<file path="config.mk">
export PLATFORM = sky130hd
export DESIGN_NAME = uart_tx_ctrl
export DESIGN_NICKNAME = d
export VERILOG_FILES = /design/src/rtl/uart_tx_ctrl.sv
export SDC_FILE = /design/constraint.sdc
export NUM_CORES = 1
export LEC_CHECK = 0
export ABC_AREA = 1
export BUFFER_PORTS_ARGS = -buffer_cell sky130_fd_sc_hd__buf_2
export CAP_MARGIN = 20
export CORE_MARGIN = 2
export CORE_UTILIZATION = 55
export DETAILED_ROUTE_END_ITERATION = 10
export GPL_ROUTABILITY_DRIVEN = 0
export PLACE_DENSITY = 0.85
export SLEW_MARGIN = 10
export SYNTH_ARGS = -nofsm -noshare
export SYNTH_HDL_FRONTEND = slang
export SYNTH_SLANG_ARGS = --single-unit
</file>
<file path="constraint.sdc">
create_clock -name clk -period 1.52 [get_ports clk]
set_input_delay 0.152 -clock clk [delete_from_list [all_inputs] [get_ports clk]]
set_output_delay 0.152 -clock clk [all_outputs]
set_load 0.02 [all_outputs]
</file>
<file path="src/rtl/uart_tx_ctrl.sv">
`timescale 1ns/1ps
// ---------------------------------------------------------------------------
// uart_tx_ctrl
// Transmit-only UART framer. Accepts one byte through a valid/ready handshake,
// then drives the serial line with: start bit (0), eight data bits LSB-first,
// an optional odd-parity bit, and one stop bit (1). Each bit lasts exactly
// CLKS_PER_BIT clock cycles. All outputs are registered.
//
// Parameters
//   CLKS_PER_BIT  clock cycles per bit period (2..65535)
//   PARITY_EN     1 = insert odd-parity bit after the data, 0 = omit it
//
// Ports
//   clk         sole clock, rising edge
//   rst_n       asynchronous active-low reset
//   tx_valid    byte offered for transmission
//   tx_data     byte to send, sampled on acceptance
//   tx_ready    high only while idle (able to accept)
//   tx_out      serial line, idle high
//   busy        frame in progress
//   frame_done  one-cycle pulse after the stop bit completes
// ---------------------------------------------------------------------------
module uart_tx_ctrl #(
  parameter int CLKS_PER_BIT = 5208,
  parameter int PARITY_EN    = 1
) (
  input  logic       clk,
  input  logic       rst_n,
  input  logic       tx_valid,
  input  logic [7:0] tx_data,
  output logic       tx_ready,
  output logic       tx_out,
  output logic       busy,
  output logic       frame_done
);

  // Timer width; guarded so a degenerate parameter still yields a legal vector.
  localparam int TW = (CLKS_PER_BIT > 1) ? $clog2(CLKS_PER_BIT) : 1;
  localparam logic [TW-1:0] TIMER_MAX = TW'(CLKS_PER_BIT - 1);
  localparam logic [TW-1:0] TIMER_ONE = TW'(1);

  typedef enum logic [2:0] {
    IDLE   = 3'd0,
    START  = 3'd1,
    DATA   = 3'd2,
    PARITY = 3'd3,
    STOP   = 3'd4
  } state_t;

  state_t        state_r;
  logic [TW-1:0] timer_r;
  logic [2:0]    bit_cnt_r;
  logic [7:0]    shift_r;
  logic          tx_out_r;
  logic          tx_ready_r;
  logic          busy_r;
  logic          frame_done_r;

  logic          bit_tick_s;
  logic [2:0]    bit_nxt_s;

  // Odd parity: the extra bit makes the total count of ones odd,
  // i.e. it is 1 exactly when the byte holds an even number of ones.
  function automatic logic odd_parity(input logic [7:0] d);
    return ~^d;
  endfunction

  // End of the current bit period.
  assign bit_tick_s = (timer_r == TIMER_MAX);

  // Index of the data bit that follows the current one (wraps 7 -> 0).
  assign bit_nxt_s  = bit_cnt_r + 3'd1;

  assign tx_out     = tx_out_r;
  assign tx_ready   = tx_ready_r;
  assign busy       = busy_r;
  assign frame_done = frame_done_r;

  // Baud timer: parked at 0 while idle so the start bit after acceptance
  // gets a full period; wraps to 0 on every bit_tick.
  always_ff @(posedge clk or negedge rst_n) begin
    if (!rst_n) begin
      timer_r <= '0;
    end else if (state_r == IDLE) begin
      timer_r <= '0;
    end else if (bit_tick_s) begin
      timer_r <= '0;
    end else begin
      timer_r <= timer_r + TIMER_ONE;
    end
  end

  // Framing FSM with bit counter, byte latch and registered outputs.
  // tx_out is loaded with the level belonging to the state being entered,
  // so the line changes on the same edge as the state.
  // shift_r only loads in IDLE; it is indexed rather than shifted so the
  // parity bit can be taken over the whole latched byte.
  always_ff @(posedge clk or negedge rst_n) begin
    if (!rst_n) begin
      state_r      <= IDLE;
      bit_cnt_r    <= 3'd0;
      shift_r      <= 8'd0;
      tx_out_r     <= 1'b1;
      tx_ready_r   <= 1'b1;
      busy_r       <= 1'b0;
      frame_done_r <= 1'b0;
    end else begin
      frame_done_r <= 1'b0;
      case (state_r)
        IDLE: begin
          if (tx_valid) begin
            shift_r    <= tx_data;
            bit_cnt_r  <= 3'd0;
            state_r    <= START;
            tx_out_r   <= 1'b0;
            tx_ready_r <= 1'b0;
            busy_r     <= 1'b1;
          end else begin
            tx_out_r   <= 1'b1;
            tx_ready_r <= 1'b1;
            busy_r     <= 1'b0;
          end
        end

        START: begin
          if (bit_tick_s) begin
            state_r  <= DATA;
            tx_out_r <= shift_r[bit_cnt_r];
          end
        end

        DATA: begin
          if (bit_tick_s) begin
            bit_cnt_r <= bit_nxt_s;
            if (bit_cnt_r != 3'd7) begin
              tx_out_r <= shift_r[bit_nxt_s];
            end else if (PARITY_EN != 0) begin
              state_r  <= PARITY;
              tx_out_r <= odd_parity(shift_r);
            end else begin
              state_r  <= STOP;
              tx_out_r <= 1'b1;
            end
          end
        end

        PARITY: begin
          if (bit_tick_s) begin
            state_r  <= STOP;
            tx_out_r <= 1'b1;
          end
        end

        STOP: begin
          if (bit_tick_s) begin
            state_r      <= IDLE;
            tx_out_r     <= 1'b1;
            tx_ready_r   <= 1'b1;
            busy_r       <= 1'b0;
            frame_done_r <= 1'b1;
          end
        end

        default: begin
          // Unreachable encodings recover to a quiet idle line.
          state_r    <= IDLE;
          bit_cnt_r  <= 3'd0;
          tx_out_r   <= 1'b1;
          tx_ready_r <= 1'b1;
          busy_r     <= 1'b0;
        end
      endcase
    end
  end

endmodule

</file>
-- Yosys cells after proc, flatten, opt, wreduce, memory -nomap -nowiden
Index checks and enable logic that the tools add are counted.
- output and inout port bits: 4
- register bits: 31
- input bits: 11
- logic and storage cells: 65
- $add $sub $neg: 2
- muxes and demuxes: 28
- equal/unequal tests: 13
- $lt $le $gt $ge: 2
- bitwise gates (word level): 2
- reductions and logical operators: 10
- operators with widths (kind ; number):
    $mux 13 ; 2
    $mux 3 ; 8
    $pmux 3 s5 ; 1
    $add 13x1->13 const B ; 1
    $eq 13x13->1 const B ; 1
    $ne 2x2->1 const B ; 6
    $mux 1 ; 11
    $pmux 3 s3 ; 1
    $lt 3x4->1 const B ; 2
    $reduce_xnor 8->1 ; 1
    $bmux 1 s3 ; 2
    $eq 3x2->1 const B ; 2
    $pmux 1 s3 ; 2
    $reduce_and 3->1 ; 2
    $reduce_and 6->1 ; 1
    $reduce_or 3->1 ; 2
    $pmux 1 s4 ; 1
    $reduce_and 2->1 ; 2
    $add 3x1->3 const B ; 1
    $eq 3x1->1 const B ; 1
    $eq 3x3->1 const B ; 1
    $logic_not 3->1 ; 1
    $ne 3x3->1 const B ; 1
    $ne 2x1->1 const B ; 1
    2 further kinds ; 3

-- Longest topological paths before layout
Gate-level depths: netlist of run 1.
- depth in word-level cells: 6
- mapped depth: 10
- mapped depth without buffers: 10

-- Worst setup path after synthesis of run 1
No wires, ideal clock.
- kind: register to register
- from: register timer_r[0]
- to: register timer_r[10]
- buffers on the path: 0
- library setup time: 126 ps
- arrival: 1238 ps
- period minus slack after synthesis: 1364 ps
- data required time: 1394 ps
- cell stages (with the launch flop): 9
- slack: 156 ps
- path through: dfrtp_1 > ha_1 > nand2_2 > nor2_2 > nand3_2 > nor2_4 > nand3_1 > o21ai_0 > a21oi_1
- word-level cells in the longest chain between the ends: 3
- elaborated cells between the ends (all ways): 4
- classes of those cells: add/sub (1); eq/ne (1); mux (2)
- RTL lines (item ; line ; RTL):
    start, declared ; 51 ; logic [TW-1:0] timer_r;
    start signal, assigned ; 89 ; timer_r <= timer_r + TIMER_ONE;
    $add 13x1->13 / $eq 13x13->1 (equally long branches) ; 89, 69 ;
    $mux 13 (*) ; 86 ; end else if (bit_tick_s) begin
    $mux 13 (*) ; 84 ; end else if (state_r == IDLE) begin
Every way passes the cells marked *; elsewhere a longest branch is shown, timed or not.
A chain may end at the register's enable or synchronous reset.

-- Worst setup path in the final report of run 1
Same ends and word-level chain as after synthesis.

==> qor.csv, run 1 <==
stage;metric;value;unit
status;status;finished, final reports clean;
global_route;groute.layer.met1.usage;32.32;%
final_layout;final_nets;292;
pwr;p_leak;1.048;nW
global_route;grt_usage;23.15;%
final_layout;area.growth.synth_to_final;14.23;%
placement;place.port_buffers;14;
worst_setup_path;arrival;1.70;ns
detailed_routing;drt_iter0_markers;92;
worst_setup_path;slowest_delay;0.38;ns
global_route;met3_usage;6.418;%
timing;fin_skew;0.009015;ns
final_layout;drive_above_1_share;22.22;%
floorplan;dieArea;0.003820;mm^2
cts;cts_buffer_depth;2;
global_route;grt_max_degree;32;
cts;cts_tree;built;
final_layout;multiInputGateArea;949.7;um^2
timing;slew_violations;0;
synthesis;netlist_area;0.001838;mm^2
cts;cts_buffers;5;
timing;rsz0062_at_grt;yes;
min_path;hold_class;in -> reg;
global_route;grt_pass1_wl;6.423;mm
timing;finalHoldViolCount;0;
final_layout;final_common_cell;nand2_1;
pwr;power_density;1901;mW/mm^2
placement;dp_slack;0.04769;ns
pwr;vdd_drop_max;1.149;mV
global_route;grt_overflow;0;
worst_setup_path;cp_slowest_cell;dfrtp_1;
floorplan;dieHeight;61.81;um
floorplan;start_util;58.76;%
timing;max_slew_margin;56.19;%
synthesis;synth_adder_area_share;2.042;%
detailed_routing;drtPass1Iterations;5;
placement;hpwl;2.858;mm
synthesis;synth_nets;265;
timing;finalWorstSetupSlack;0.04904;ns
timing;layout_min_cycle_time;1.471;ns
final_layout;fill_cells;276;
detailed_routing;drtAntennaViolNets;0;
detailed_routing;drc;0;
final_layout;n_antenna_cell;0;
floorplan;core_area;0.003128;mm^2
worst_setup_path;startpoint_type;register;
flow_run;cap_violations;0;
timing;post-route-period-util;96.77;%
cts;clk_pin_slew;0.11;ns
worst_setup_path;cp_max_fo;3;
final_layout;final_cell_mix;nand2_1 (77), inv_1 (32), dfrtp_1 (29);
synthesis;syn-instance-count;251;
timing;setup_tns;0;ns
global_route;antenna_found_initial;0;
synthesis;synth_top_family_by_area;simple AND/OR/NAND/NOR gates;
cts;cts.sinks;31;
synthesis;ys_ff_latch;31;
global_route;top_usage_layer;met2;
synthesis;synth-warning-count;0;
floorplan;io_pins;15;
worst_setup_path;required;1.75;ns
floorplan;die_width;61.81;um
detailed_routing;routed_wl;3.766;mm
synthesis;yosysSeqAreaShare;42.34;%
floorplan;row_count;20;
timing;setup-violations-final;0;
detailed_routing;wl_per_cell;11.66;um
final_layout;seq_area;778.2;um^2
worst_setup_path;path_cells;ha_2, nand2_2, nor2_2, nand3_2, nor2_4, nand3_1, o21ai_1, a21oi_1;
cts;worstSkewPairLatency;0.34;ns
global_route;use_met2;35.19;%
synthesis;yosys.area_share.simple;34.45;%
worst_setup_path;crit_type;reg -> reg;
synthesis;synth_mux_area_share;0;%
global_route;grt_pass1_vias;1505;
timing;worst_pin_slew;0.6572;ns
worst_setup_path;cp-end-kind;register;
synthesis;syn_area_per_cell;7.323;um^2
cts;htree_num_levels;2;
cts;clock-root-buffer;clkbuf_4;
synthesis;netlist-cell-type-count;29;
synthesis;synth-compound-area-share;11.57;%
detailed_routing;routed_via_density;5.127;
timing;max_freq;679.8;MHz
synthesis;synth_xor_area_share;1.906;%
detailed_routing;via_count;1656;
## metrics by stage
stage / total power, mW / util [%] / std cells / hold WS [ns] / area, um^2
finish: 3.992 / 67.12 / 323 / 0.01764 / 2100
global route: 4.421 / 67.12 / 323 / 0.01363 / 2100
CTS: 3.872 / 65.88 / 322 / 0.01675 / 2061
global placement: 3.330 / 63.88 / 313 / 0.2320 / 1998
floorplan: 2.888 / - / 251 / -0.1436 / 1838
detailed placement: 3.399 / 63.88 / 313 / 0.2290 / 1998
## layer usage
layer / routed length, um / part of all wire [%]
met5: 0 / 0
met4: 65 / 1.7
met3: 181 / 4.8
met2: 1723 / 46
met1: 1795 / 48
## sequential cells by signal, summed over array words and instances (netlist names)
name / flops
state_r: 3
busy: 1
tx_ready: 1
bit_cnt_r: 3
shift_r: 8
frame_done: 1
timer_r: 13
tx_out: 1
## power breakdown
group	internal (mW)	switching [mW]	total (mW)
registers	1.12	0.247	1.36
logic	0.787	1.37	2.15
clock network	0.172	0.303	0.475
## what timing repair did
item | 4_1_cts | 5_1_grt
hold buffers | 1 | 0
hold endpoints to repair | 29 | 0
gates resized for setup | 1 | 8
buffers inserted | 0 | 1
pin swaps | 0 | 3
endpoints found under the setup margin | 1 | 15
## Yosys cell counts (all sizes together)
master | number | share of area (%)
dfrtp | 29 | 39
ha | 3 | 2.0
dfstp | 2 | 2.9
a21oi | 11 | 3.0
nor4 | 2 | 0.68
o211a | 1 | 0.54
nor3 | 3 | 1.6
o211ai | 1 | 0.41
inv | 35 | 7.1
a31o | 1 | 0.48
nor2 | 33 | 8.5
o21a | 1 | 0.41
nand3 | 17 | 5.4
nand4 | 1 | 0.34
xnor2 | 1 | 0.48
o31ai | 2 | 0.82
nor3b | 1 | 0.41
a21boi | 1 | 0.41
buf | 2 | 0.54
o22ai | 2 | 0.68
o21ai | 17 | 4.8
nand2 | 82 | 17
xor2 | 3 | 1.4
## worst max-delay path: cells and delay by family (launching register included)
kind / cells / cell delay, ns
compound gates: 2 / 0.20
fa+ha+maj: 1 / 0.20
flops: 1 / 0.38
simple gates: 5 / 0.58
## final timing paths
kind	start	endpoint	slack [ns]	cells past startpoint
min in group asynchronous	rst_n	timer_r[5]	0.37	2
max in group asynchronous	rst_n	state_r[1]	0.72	2
min reg2reg	timer_r[0]	timer_r[0]	0.47	1
max	timer_r[0]	timer_r[10]	0.05	8
max reg2reg	timer_r[0]	timer_r[10]	0.05	8
min	tx_data[7]	shift_r[7]	0.02	3
## kinds of logic (layout without fill, tap and decap cells)
family	Yosys count	in the layout
AND/OR/NAND/NOR	139	139
AO/OA/AOI/OAI	37	37
buffers and inverters	37	65
flip-flops	31	31
XOR/XNOR	4	4
adder cells (fa/ha/maj)	3	3
## layout make-up
cell class	instances	area share, %
Timing Repair Buffer	22	6.317
Tap cell	44	2.622
Clock buffer	5	1.788
Inverter	35	6.257
Sequential cell	31	37.07
Multi-Input combinational cell	183	45.23
Clock inverter	3	0.7151
Note: power is estimated with default switching activity, not from simulation.
==> inputs of run 2 (changes only) <==
Settings changed: ABC_AREA 1 to default, PLACE_DENSITY 0.85 to 0.86.
==> run 2 against run 1 <==
Compared with the run above:
- the run now ends with negative setup slack left
- sequential cell count unchanged
- sequential power decreased by 24%
- first-iteration DRC count decreased by 52%
- worst hold slack improved by 0.023 ns
- global-route usage increased by 0.84 points
- non-clock buffer count increased by 26
- clock skew increased by 0.0032 ns
- die area decreased by 10%
- wire length decreased by 8.8%
- total power decreased by 45%
- setup slack got worse by 0.30 ns
- clock-buffer cell count increased by 2
- largest cell class unchanged
==> qor.csv, run 2 <==
stage;metric;value;unit
floorplan;dieArea;0.003423;mm^2
floorplan;start_util;58.75;%
timing;worst_pin_slew;0.6896;ns
timing;setup_tns;-4.765;ns
final_layout;final_nets;212;
synthesis;ys_top_cells_by_count;dfrtp_1 (29), nor2_1 (19), mux2_2 (9), xnor2_1 (9);
cts;cts_buffer_depth;2;
final_layout;seq_area;778.2;um^2
timing;layout_min_cycle_time;1.770;ns
worst_setup_path;startpoint_type;register;
final_layout;largestRegisters;timer_r x13, shift_r x8;
synthesis;yosys.area.top_type;dfrtp_1;
timing;max_slew_margin;54.03;%
synthesis;ys_async_sr_fraction;100.0;%
timing;finalWorstSetupSlack;-0.2496;ns
worst_setup_path;required;1.80;ns
timing;fin_skew;0.01223;ns
final_layout;largest-register;timer_r;
placement;dp_slack;-0.3050;ns
timing;post-route-period-util;116.4;%
placement;place.port_buffers;14;
pwr;p_leak;0.9546;nW
final_layout;final_cell_mix;buf_4 (31), dfrtp_1 (29), nor2_1 (19);
final_layout;multiInputGateArea;843.3;um^2
floorplan;dieHeight;58.51;um
placement;dp.cells;216;
detailed_routing;drc;0;
synthesis;synth_ff_type;dfrtp_1;
final_layout;final_common_cell;buf_4;
min_path;hold_class;in -> reg;
timing;slew_violations;0;
cts;clk_pin_slew;0.10;ns
placement;hpwl;2.503;mm
timing;holdWs;0.04026;ns
worst_setup_path;arrival;2.05;ns
synthesis;netlist.area_leader.share;44.41;%
min_path;hold_depth;2;
synthesis;syn_area_per_cell;11.12;um^2
synthesis;synth-warning-count;0;
worst_setup_path;crit_type;reg -> reg;
timing;finalHoldViolCount;0;
timing;rsz0062_at_grt;yes;
global_route;antenna_found_initial;0;
pwr;total_power;2.191;mW
final_layout;drive_above_1_share;40.70;%
detailed_routing;routed_via_density;5.613;
pwr;vdd_drop_max;1.042;mV
cts;worstSkewPairLatency;0.34;ns
final_layout;area.growth.synth_to_final;26.65;%
flow_run;cap_violations;0;
detailed_routing;drtAntennaViolNets;0;
synthesis;synth_edf_count;0;
worst_setup_path;cp-end-kind;register;
floorplan;die_width;58.51;um
global_route;grt_overflow;0;
worst_setup_path;r2r_cells;6;
synthesis;yosysSeqAreaShare;47.63;%
floorplan;core_area;0.002781;mm^2
synthesis;syn-instance-count;147;
global_route;grt_max_degree;32;
worst_setup_path;cp_max_fo;6;
status;violations;negative setup slack;
cts;cts_buffers;5;
detailed_routing;drt_iter0_markers;44;
synthesis;synth_most_common_cell;dfrtp_1;
detailed_routing;routed_wl;3.433;mm
status;status;complete, but fails checks;
synthesis;synth_nets;161;
timing;setup-violations-final;23;
global_route;grt_pass1_wl;6.030;mm
global_route;grt_pass1_vias;1350;
pwr;power_density;1059;mW/mm^2
detailed_routing;via_count;1291;
final_layout;fill_cells;169;
cts;clock-root-buffer;clkbuf_4;
final_layout;stdcell_count;230;
timing;max_freq;565.1;MHz
synthesis;ys_ff_latch;31;
cts;htree_num_levels;2;
synthesis;netlist_area;0.001634;mm^2
detailed_routing;drtPass1Iterations;4;
final_layout;largest_register_ffs;13;
final_layout;n_antenna_cell;0;
synthesis;netlist-cell-type-count;42;
global_route;grt_usage;24.00;%
detailed_routing;wl_per_cell;14.93;um
cts;cts_tree;built;
synthesis;synth.area.top_cells;dfrtp_1 (44%), mux2_2 (6.2%), mux4_2 (5.5%);
floorplan;row_count;19;
cts;cts.sinks;31;
floorplan;io_pins;15;
[run 2: cell count changes after synthesis, sizes merged, moves of 3 or more]
cell,previous run,this run
xor2,3,8
mux4,0,4
nor2,33,19
xnor2,1,9
and3,0,3
clkbuf,0,3
o21ai,17,7
nand2,82,8
a21oi,11,4
inv,35,4
mux2,0,9
nand3,17,5
[run 2: per-layer routing]
metal	vias to the layer above	routed length, um	global-route usage [%]
li1	627	-	-
met1	618	1497	29.78
met2	44	1736	39.49
met3	2	187	6.593
met4	0	11	10.30
met5	-	0	0
[run 2: worst max-delay path, cell delays in order (launching register included)]
cell,delay [ns]
dfrtp_1,0.40
or4_4,0.53
nor3_4,0.18
buf_6,0.16
buf_4,0.12
and2_2,0.16
mux2_2,0.16
[run 2: cell type report]
cell class / count / area share, %
clock inverters: 1 / 0.2418
clock buffers: 7 / 2.177
inverters: 4 / 0.7255
flip-flops and latches: 31 / 37.61
well taps: 31 / 1.874
multi-input cells: 108 / 40.75
repair buffers: 48 / 16.63
[run 2: cell families after synthesis]
| logic type | Yosys count | share of synthesized area, % |
|---|---|---|
| xor gates and xnor gates | 17 | 9.112 |
| buffers and inverters | 8 | 2.526 |
| and+or+nand+nor | 53 | 17.15 |
| DFF | 31 | 47.63 |
| AOI/OAI and AO/OA | 21 | 8.960 |
| muxes | 14 | 12.33 |
| adders and majority gates | 3 | 2.297 |
[run 2: where the power goes]
group / switching (mW) / internal, mW / total, mW
clock network: 0.278 / 0.180 / 0.458
registers: 0.0813 / 0.958 / 1.04
logic: 0.317 / 0.376 / 0.693
[run 2: worst paths after layout]
path	from	to	slack, ns
max in group asynchronous	rst_n	timer_r[2]	0.68
worst min-delay path	tx_data[0]	shift_r[0]	0.04
worst max-delay path	timer_r[7]	bit_cnt_r[0]	-0.25
min in group asynchronous	rst_n	bit_cnt_r[1]	0.39
worst min register to register	tx_ready	tx_ready	0.50
worst max register to register	timer_r[7]	bit_cnt_r[0]	-0.25
[run 2: repair_timing]
item | 4_1_cts | 5_1_grt
hold buffers | 1 | 0
pin swaps | 5 | 2
endpoints found under the setup margin | 28 | 25
buffers inserted | 5 | 0
endpoints found under the hold margin | 29 | 0
resized for setup | 6 | 3
[run 2: metrics by stage]
step	cell area, um^2	util [%]
floorplan	1635	-
global placement	1939	69.73
detailed placement	1939	69.73
CTS	2057	73.95
global route	2069	74.40
finish	2069	74.40
